### config.mk
export PLATFORM = sky130hd
export DESIGN_NAME = i2s_frame_sched_t
export DESIGN_NICKNAME = d
export VERILOG_FILES = /design/src/rtl/i2s_pkg.sv /design/src/rtl/sample_fifo_t.sv /design/src/rtl/i2s_frame_sched_t.sv
export SDC_FILE = /design/constraint.sdc
export NUM_CORES = 1
export LEC_CHECK = 0
export CORE_MARGIN = 2
export CORE_UTILIZATION = 37
export CTS_CLUSTER_SIZE = 28
export DETAILED_ROUTE_END_ITERATION = 12
export PLACE_DENSITY = 0.62
export SYNTH_ARGS = -nofsm -noshare
export SYNTH_HDL_FRONTEND = slang
export SYNTH_SLANG_ARGS = --single-unit
### constraint.sdc
create_clock -name CLK -period 7.42 [get_ports CLK]
set_input_delay 1.113 -clock CLK [delete_from_list [all_inputs] [get_ports CLK]]
set_output_delay 1.113 -clock CLK [all_outputs]
set_load 0.005 [all_outputs]
### src/rtl/i2s_pkg.sv
// Shared types and frame-timing constants for the I2S stereo frame scheduler.
package i2s_pkg;

  localparam int          DATA_W     = 16;
  localparam int          FRAME_CLKS = 256;
  localparam logic [7:0]  LAUNCH_CNT = 8'd255;
  localparam logic [4:0]  LOAD_SLOT  = 5'd1;

  typedef struct packed {
    logic [DATA_W-1:0] l;
    logic [DATA_W-1:0] r;
  } stereo_frame_t;

  function automatic logic [7:0] sat_inc8(input logic [7:0] v);
    return (v == 8'hFF) ? v : v + 8'd1;
  endfunction

endpackage

### src/rtl/sample_fifo_t.sv
// Synchronous FIFO of stereo frames; pointers carry one extra wrap bit so
// full and empty are distinguishable without a separate counter.
module sample_fifo_t
  import i2s_pkg::*;
#(
  parameter int FIFO_DEPTH = 2,
  localparam int AW = (FIFO_DEPTH > 1) ? $clog2(FIFO_DEPTH) : 1
) (
  input  logic          CLK,
  input  logic          RST,
  input  logic          push,
  input  stereo_frame_t wr_data,
  input  logic          pop,
  output stereo_frame_t rd_data,
  output logic          full,
  output logic          empty,
  output logic [AW:0]   count
);

  if (FIFO_DEPTH < 2 || (FIFO_DEPTH & (FIFO_DEPTH - 1)) != 0) begin : g_depth_chk
    $error("FIFO_DEPTH must be a power of two and at least 2");
  end

  stereo_frame_t mem [FIFO_DEPTH];
  logic [AW:0]   wr_ptr;
  logic [AW:0]   rd_ptr;
  logic          do_push;
  logic          do_pop;

  assign do_push = push && !full;
  assign do_pop  = pop && !empty;

  always_ff @(posedge CLK) begin
    if (RST) begin
      wr_ptr <= '0;
      rd_ptr <= '0;
    end else begin
      if (do_push) wr_ptr <= wr_ptr + (AW+1)'(1);
      if (do_pop)  rd_ptr <= rd_ptr + (AW+1)'(1);
    end
  end

  always_ff @(posedge CLK) begin
    if (do_push) mem[wr_ptr[AW-1:0]] <= wr_data;
  end

  assign rd_data = mem[rd_ptr[AW-1:0]];
  assign count   = wr_ptr - rd_ptr;
  assign empty   = (wr_ptr == rd_ptr);
  assign full    = (count == (AW+1)'(FIFO_DEPTH));

endmodule

### src/rtl/i2s_frame_sched_t.sv
// I2S stereo frame scheduler: buffers L/R pairs and launches each pair atomically
// at the frame boundary. Define I2S_UNDERRUN_HOLD_EN to repeat the last frame on underrun.
module i2s_frame_sched_t
  import i2s_pkg::*;
#(
  parameter int FIFO_DEPTH = 2
) (
  input  logic                     CLK,
  input  logic                     RST,
  input  logic signed [DATA_W-1:0] IN_L,
  input  logic signed [DATA_W-1:0] IN_R,
  input  logic                     IN_VALID,
  output logic                     IN_READY,
  input  logic                     MUTE,
  output logic                     SCK,
  output logic                     BCK,
  output logic                     LCK,
  output logic                     DIN,
  output logic                     FRAME,
  output logic                     UNDERRUN,
  output logic [7:0]               UNDERRUN_CNT
);

  localparam int CNT_W = $clog2(FRAME_CLKS);
  localparam int FAW   = $clog2(FIFO_DEPTH);

`ifdef I2S_UNDERRUN_HOLD_EN
  localparam bit HOLD_ON_UNDERRUN = 1'b1;
`else
  localparam bit HOLD_ON_UNDERRUN = 1'b0;
`endif

  logic [CNT_W-1:0]  cnt;
  logic [CNT_W-1:0]  cnt_nxt;
  logic              launch;
  logic              bck_fall;
  logic              word_load;

  stereo_frame_t     fifo_wr;
  stereo_frame_t     fifo_rd;
  logic              fifo_push;
  logic              fifo_pop;
  logic              fifo_full;
  logic              fifo_empty;
  logic [FAW:0]      fifo_cnt;

  stereo_frame_t     hold_p1;
  logic              frame_p1;
  logic              urun_p1;
  logic [7:0]        urun_cnt;
  logic [DATA_W-1:0] sh_p2;

  assign cnt_nxt   = cnt + CNT_W'(1);
  assign launch    = (cnt == LAUNCH_CNT);
  // DIN changes on the BCK falling edge, i.e. on entry to a cnt with [1:0]==0.
  assign bck_fall  = (cnt_nxt[1:0] == 2'b00);
  assign word_load = bck_fall && (cnt_nxt[6:2] == LOAD_SLOT);

  assign fifo_wr   = '{l: IN_L, r: IN_R};
  assign IN_READY  = !fifo_full && !RST;
  assign fifo_push = IN_VALID && IN_READY;
  assign fifo_pop  = launch && !fifo_empty;

  sample_fifo_t #(
    .FIFO_DEPTH (FIFO_DEPTH)
  ) u_fifo (
    .CLK     (CLK),
    .RST     (RST),
    .push    (fifo_push),
    .wr_data (fifo_wr),
    .pop     (fifo_pop),
    .rd_data (fifo_rd),
    .full    (fifo_full),
    .empty   (fifo_empty),
    .count   (fifo_cnt)
  );

  always_ff @(posedge CLK) begin
    if (RST) cnt <= '0;
    else     cnt <= cnt_nxt;
  end

  // Stage p1: frame launch into the hold registers plus status pulses.
  always_ff @(posedge CLK) begin
    if (RST) begin
      hold_p1  <= '0;
      frame_p1 <= 1'b0;
      urun_p1  <= 1'b0;
      urun_cnt <= '0;
    end else begin
      frame_p1 <= launch;
      urun_p1  <= launch && fifo_empty;
      if (launch && fifo_empty) urun_cnt <= sat_inc8(urun_cnt);
      if (fifo_pop)
        hold_p1 <= fifo_rd;
      else if (launch && !HOLD_ON_UNDERRUN)
        hold_p1 <= '0;
    end
  end

  // Stage p2: per-channel word load and MSB-first serialisation.
  always_ff @(posedge CLK) begin
    if (RST) begin
      sh_p2 <= '0;
    end else if (bck_fall) begin
      if (word_load)
        sh_p2 <= MUTE ? '0 : (cnt_nxt[CNT_W-1] ? hold_p1.r : hold_p1.l);
      else
        sh_p2 <= {sh_p2[DATA_W-2:0], 1'b0};
    end
  end

  assign SCK          = CLK;
  assign BCK          = cnt[1];
  assign LCK          = cnt[CNT_W-1];
  assign DIN          = sh_p2[DATA_W-1];
  assign FRAME        = frame_p1;
  assign UNDERRUN     = urun_p1;
  assign UNDERRUN_CNT = urun_cnt;

  a_fifo_occupancy: assert property (@(posedge CLK) disable iff (RST)
    fifo_cnt <= (FAW+1)'(FIFO_DEPTH));

endmodule

Word-level counts from Yosys, hierarchy flattened
Memory sizes are Yosys's and may differ from the RTL's. A register that Yosys moved wholly into a read port is not among the register bits.
Index checks and enable logic that the tools add are counted.
{ "classes": {"add_sub_neg": 5, "bitwise_logic": 1, "n_eq_ne": 5, "mux": 9, "n_shift": 0, "order_cmp": 0, "div_mod_pow": 0, "n_reduce_logical": 13, "multipliers": 0} }
{ "op_table": {"columns": ["op", "count"], "rows": [
  ["32-bit two-way mux", 2],
  ["16-bit two-way mux", 3],
  ["8-bit by 1-bit adder with 8-bit output (second input constant)", 2],
  ["8-bit == test (second input constant)", 2],
  ["1-bit logical AND", 7],
  ["5-bit by 1-bit == test with 1-bit output (second input constant)", 1],
  ["2-bit by 1-bit adder with 2-bit output (second input constant)", 2],
  ["1-bit two-way mux", 4],
  ["1-bit zero test", 3],
  ["2-bit == test", 1],
  ["2-bit == test (second input constant)", 1],
  ["2-bit zero test", 1],
  ["2-bit AND reduction", 1],
  ["2-bit nonzero test", 1],
  ["2-bit subtractor", 1],
  ["1-bit NOT", 1]
]} }
{ "word_totals": {"input_bits": 36, "latch_bits": 0, "out_inout_bits": 15, "wordCells": 43, "regBits": 70, "mem_count": 1, "rom_bits": 0, "ramBits": 64} }
{ "mem_list": {"columns": ["name", "depth", "word_bits", "rd", "rd_ports_with_merged_regs", "write_ports", "line", "source"], "rows": [
  ["u_fifo.mem", 2, 32, 1, 1, 1, "sample_fifo_t.sv:24", "stereo_frame_t mem [FIFO_DEPTH];"]
]} }

Longest topological paths before layout
{ "logic_depth": {"ltp_word": 8, "ltp_mapped": 7} }

Modules after synthesis
From an unflattened synthesis, not the netlist that was laid out.
{ "hier_totals": {"hier_cells": 491, "area_unflattened_um2": 5551.6} }
{ "modules_own_cells": {"columns": ["mod", "area_per_inst_um2", "instances", "cells_each"], "rows": [
  ["i2s_frame_sched_t", 2944.1, 1, 352],
  ["sample_fifo_t", 2607.5, 1, 139]
]} }

==> results.md <==
Critical path:
- The setup slack on the worst flop-to-flop path is 4.98 ns.
- The signal on the critical path passes through clkbuf_16 -> clkbuf_16 -> clkdlybuf4s50_1.
- The kind of start point of the critical path is a clock port.
- Data on the critical path is required at its endpoint by 6.31 ns.
- The cell with the largest stage delay on the worst path is sky130_fd_sc_hd__clkdlybuf4s50_1.
- The worst register-to-register path ends at UNDERRUN_CNT[4]$_SDFFE_PP0P_.
- The biggest fanout along the worst timing path is 2.
- The arrival time reported for the critical path endpoint is 4.39 ns.
- The number of buffers and inverters on the critical path is 3.
- The largest single stage delay on the critical path is 0.43 ns.
- The start of the worst register-to-register path is cnt[7]$_SDFF_PP0_.
- The kind of end point of the critical path is an output port.
- The gate family responsible for the most delay along the worst path is buffers and inverters.
- The worst reg2reg path depth is 5.
- Among the stages of the critical path, the cell type that occurs most often is sky130_fd_sc_hd__clkbuf_16.
- The class of the most critical setup path is clk2out.

Finish:
- The ratio of cells with drive above 1 in the final layout is 14.8%.
- The area growth from synthesis to layout is 23.0%.
- After the last flow step, the layout net total stands at 559.
- The final instance count without filler cells is 722.
- The repair_antennas step left the layout with diodes totalling 0.

Timing:
- For the final database, setup skew stands at 0.00593 ns.
- The worst hold slack is 0.467 ns.
- The total of endpoints with negative setup slack in the final report is 0.
- The slew at the pin closest to its max-slew limit is 1.16 ns.
- The worst setup slack after layout is 1.92 ns.
- Setup repair after global routing left no endpoint under its margin.
- In this run the tightest slew margin relative to its limit is 22.4%.
- The count of endpoints failing hold in the final timing report is 0.
- The number of slew-limit violations in the final report came to 0.
- After routing, the total negative slack on setup checks comes to 0 ns.

Placement:
- Counting tap cells, the placed design contains a total of 687 instances.
- At the end of routability-driven placement, the weighted congestion stood at 0.727.
- Before CTS, the worst setup slack after placement is 2.18 ns.
- The count of buffers inserted at the top-level ports is 50.
- Summed over all nets, the half-perimeter wirelength after detailed placement is 6.77 mm.

Detailed routing:
- The total number of vias is 3,897.
- The average detailed-routed wire length per instance is 15.4 µm.
- Using the TritonRoute via totals, the vias-per-cell ratio works out to 5.40.
- In this run the remaining antenna-violating nets after routing total 0.
- The DRC violation count after routing is 0.
- Wires add up to 11.1 mm.
- The number of search-and-repair iterations in the first detailed-routing pass is 4.
- The first routing iteration left 210 violations.

Die:
- The die height is 128 µm.
- The core region is 0.0151 mm².
- The x dimension of the die is 128 µm.
- The total I/O pin count is 51.
- The number of rows created at floorplan is 45.
- The die covers 0.0163 mm².
- The initial core utilization is 37.5%.

Yosys:
- The fraction of synthesis flops using an asynchronous set or reset pin is 0%.
- The synthesized netlist devotes 1.70% of its cell area to XOR and XNOR gates.
- After synthesis, the cell types taking the most area are sky130_fd_sc_hd__edfxtp_1 (34%), sky130_fd_sc_hd__dfxtp_1 (25%), sky130_fd_sc_hd__mux2_2 (6.8%).
- Of the synthesized area, sequential elements account for 59.1%.
- Synthesis inferred 135 register bits.
- Counting flops with a built-in enable in the synthesized netlist gives 64.
- The synthesized design spends more area on one cell type than any other, namely sky130_fd_sc_hd__edfxtp_1.
- The main combinational cell family by area after synthesis is simple AND/OR/NAND/NOR gates.
- In this run, distinct cell masters in the synthesized netlist total 43.
- Of the total synthesized cell area, the portion taken by AND, OR, NAND and NOR gates is 14.3%.
- The mux share of post-synthesis cell area is 6.77%.
- After synthesis the cells add up to 0.00566 mm².
- The area fraction in compound gates after synthesis is 14.2%.
- The leading cell type by number of instances after synthesis is sky130_fd_sc_hd__dfxtp_1.
- Counting every net in the synthesized netlist gives 520.
- The synthesized design devotes to its leading area cell type 34.0% of total area.
- The commonest register cell after synthesis is sky130_fd_sc_hd__dfxtp_1.
- A synthesized cell averages 11.7 µm².
- Counting every instance in the synthesized netlist gives 482.
- The synthesized netlist devotes 0.442% of its cell area to adder and majority cells.
- The commonest cells after synthesis are sky130_fd_sc_hd__dfxtp_1 (71), sky130_fd_sc_hd__edfxtp_1 (64), sky130_fd_sc_hd__nor2_1 (49), sky130_fd_sc_hd__clkbuf_1 (34), sky130_fd_sc_hd__mux2_2 (34).
- The warning count from the yosys run is 0.

Worst hold path:
- Along the worst hold path, the cell count comes to 1.
- For hold timing, the worst endpoint is sh_p2[0]$_SDFFE_PP0N_.
- The hold path startpoint is sh_p2[0]$_SDFFE_PP0N_.
- The class of the tightest hold or removal check is reg2reg.

CTS:
- Once the clock tree was built, the resizer swapped 0 gates to a different size.
- In this run the post-CTS setup repair buffer count came out at 0.
- The CTS tree is yes.
- The clock reaches the later pin of the worst-skew pair after 0.52 ns.
- Clock-pin slew was measured on the worst setup and hold paths at 0.05 ns.
- Buffers inserted to repair hold after CTS numbered 0.

Power and ir drop:
- IR analysis of the VDD net gives a maximum drop of 177 µV.
- The proportion of power drawn by combinational gates is 3.2%.
- The net switching power figure is 0.341 mW.
- In this run the power density over the cells is 257 mW/mm².
- The total internal power is 1.45 mW.
- The overall power of the completed layout is 1.79 mW.
- In this run switching power makes up 19.0% of total power.
- In this run the static leakage power is 2.33 nW.
- The share of power burned in the clock network is 52.0%.
- The portion of total power attributed to sequential cells is 44.8%.

Job:
- The total of max-cap violations is 0.

Global routing:
- The total global routing overflow is 0.
- The largest net degree at the start of global routing is 68.
- The total track usage is 14.5%.
- The initial antenna violation count came to 0.
- The number of global-route vias before repair is 3,781.
- The first-pass GRT wire length is 18.3 mm.

Outcome:
- The flow ran to the end, and the final reports show no timing, DRC or antenna violations.
[final cells by class]
class	instances	area (µm²)
Fill cell	1389	8140
Sequential cell	135	3340
Multi-Input combinational cell	300	2130
Clock buffer	27	554
Timing Repair Buffer	58	553
Tap cell	188	235
Clock inverter	9	124
Inverter	5	18.8
[cell usage in the layout, fill, tap and decap left out, types with 2 or more instances in the layout]
master / instances
sky130_fd_sc_hd__dfxtp_1: 71
sky130_fd_sc_hd__edfxtp_1: 64
sky130_fd_sc_hd__nor2_1: 49
sky130_fd_sc_hd__clkdlybuf4s50_1: 49
sky130_fd_sc_hd__mux2_2: 34
sky130_fd_sc_hd__a22oi_1: 32
sky130_fd_sc_hd__nand2_1: 24
sky130_fd_sc_hd__clkbuf_16: 21
sky130_fd_sc_hd__nand4_1: 20
sky130_fd_sc_hd__nand2b_1: 17
sky130_fd_sc_hd__a22o_1: 16
sky130_fd_sc_hd__nand4b_1: 16
sky130_fd_sc_hd__a31oi_1: 16
sky130_fd_sc_hd__a221o_1: 15
sky130_fd_sc_hd__buf_4: 9
sky130_fd_sc_hd__xnor2_1: 7
sky130_fd_sc_hd__a21oi_1: 7
sky130_fd_sc_hd__inv_1: 5
sky130_fd_sc_hd__nand3_1: 5
sky130_fd_sc_hd__or4_1: 5
sky130_fd_sc_hd__clkbuf_1: 5
sky130_fd_sc_hd__xor2_1: 4
sky130_fd_sc_hd__o31ai_1: 4
sky130_fd_sc_hd__clkinv_2: 4
sky130_fd_sc_hd__nor2b_1: 3
sky130_fd_sc_hd__nor3_1: 3
sky130_fd_sc_hd__o21ai_0: 3
sky130_fd_sc_hd__bufinv_16: 3
sky130_fd_sc_hd__a211oi_1: 2
sky130_fd_sc_hd__and3_1: 2
sky130_fd_sc_hd__nor4_1: 2
sky130_fd_sc_hd__ha_1: 2
[layer usage]
layer / track usage, % / wire length (µm)
met5: 0 / 0
met4: 6.01 / 140
met3: 5.28 / 531
met2: 24.4 / 5510
met1: 16.8 / 4960
[how the worst max path moves through the flow]
stage,startpoint,end,slack [ns],cells past startpoint
global placement,CLK,SCK,2.18,1
detailed placement,CLK,SCK,2.18,1
global route,CLK,SCK,1.89,3
finish,CLK,SCK,1.92,3
CTS,CLK,SCK,1.91,3
floorplan,RST,u_fifo.mem[1][0]$_DFFE_PP_,0.20,2
[per-stage QoR]
| step | area (µm²) | utilization (%) |
|---|---|---|
| after floorplan | 5660 | - |
| after global placement | 6290 | 41.7 |
| after detailed placement | 6290 | 41.7 |
| after CTS | 6950 | 46.1 |
| after global routing | 6950 | 46.1 |
| final | 6950 | 46.1 |
[cell families after synthesis]
kind of cell / Yosys count
buffers and inverters: 47
xor gates and xnor gates: 11
muxes: 34
adders and majority gates: 2
and+or+nand+nor: 151
DFF: 135
AOI/OAI and AO/OA: 102
[power groups by stage]
| stage | registers (mW) | clock network [mW] | logic (mW) |
|---|---|---|---|
| after CTS | 0.802 | 0.952 | 0.0581 |
| after global routing | 0.803 | 0.992 | 0.0616 |
| after floorplan | 0.817 | 0.00874 | 0.0260 |
| after global placement | 0.817 | 0.0113 | 0.0559 |
| after detailed placement | 0.818 | 0.0113 | 0.0576 |
| final | 0.802 | 0.931 | 0.0566 |
[sequential cells by signal (all words and copies together) (netlist names), named ones only]
signal,flops
u_fifo.rd_ptr,2
UNDERRUN,1
sh_p2,16
cnt,8
UNDERRUN_CNT,8
FRAME,1
u_fifo.mem,64
hold_p1,32
u_fifo.wr_ptr,2
No activity file was read; power rests on OpenSTA's default activity.
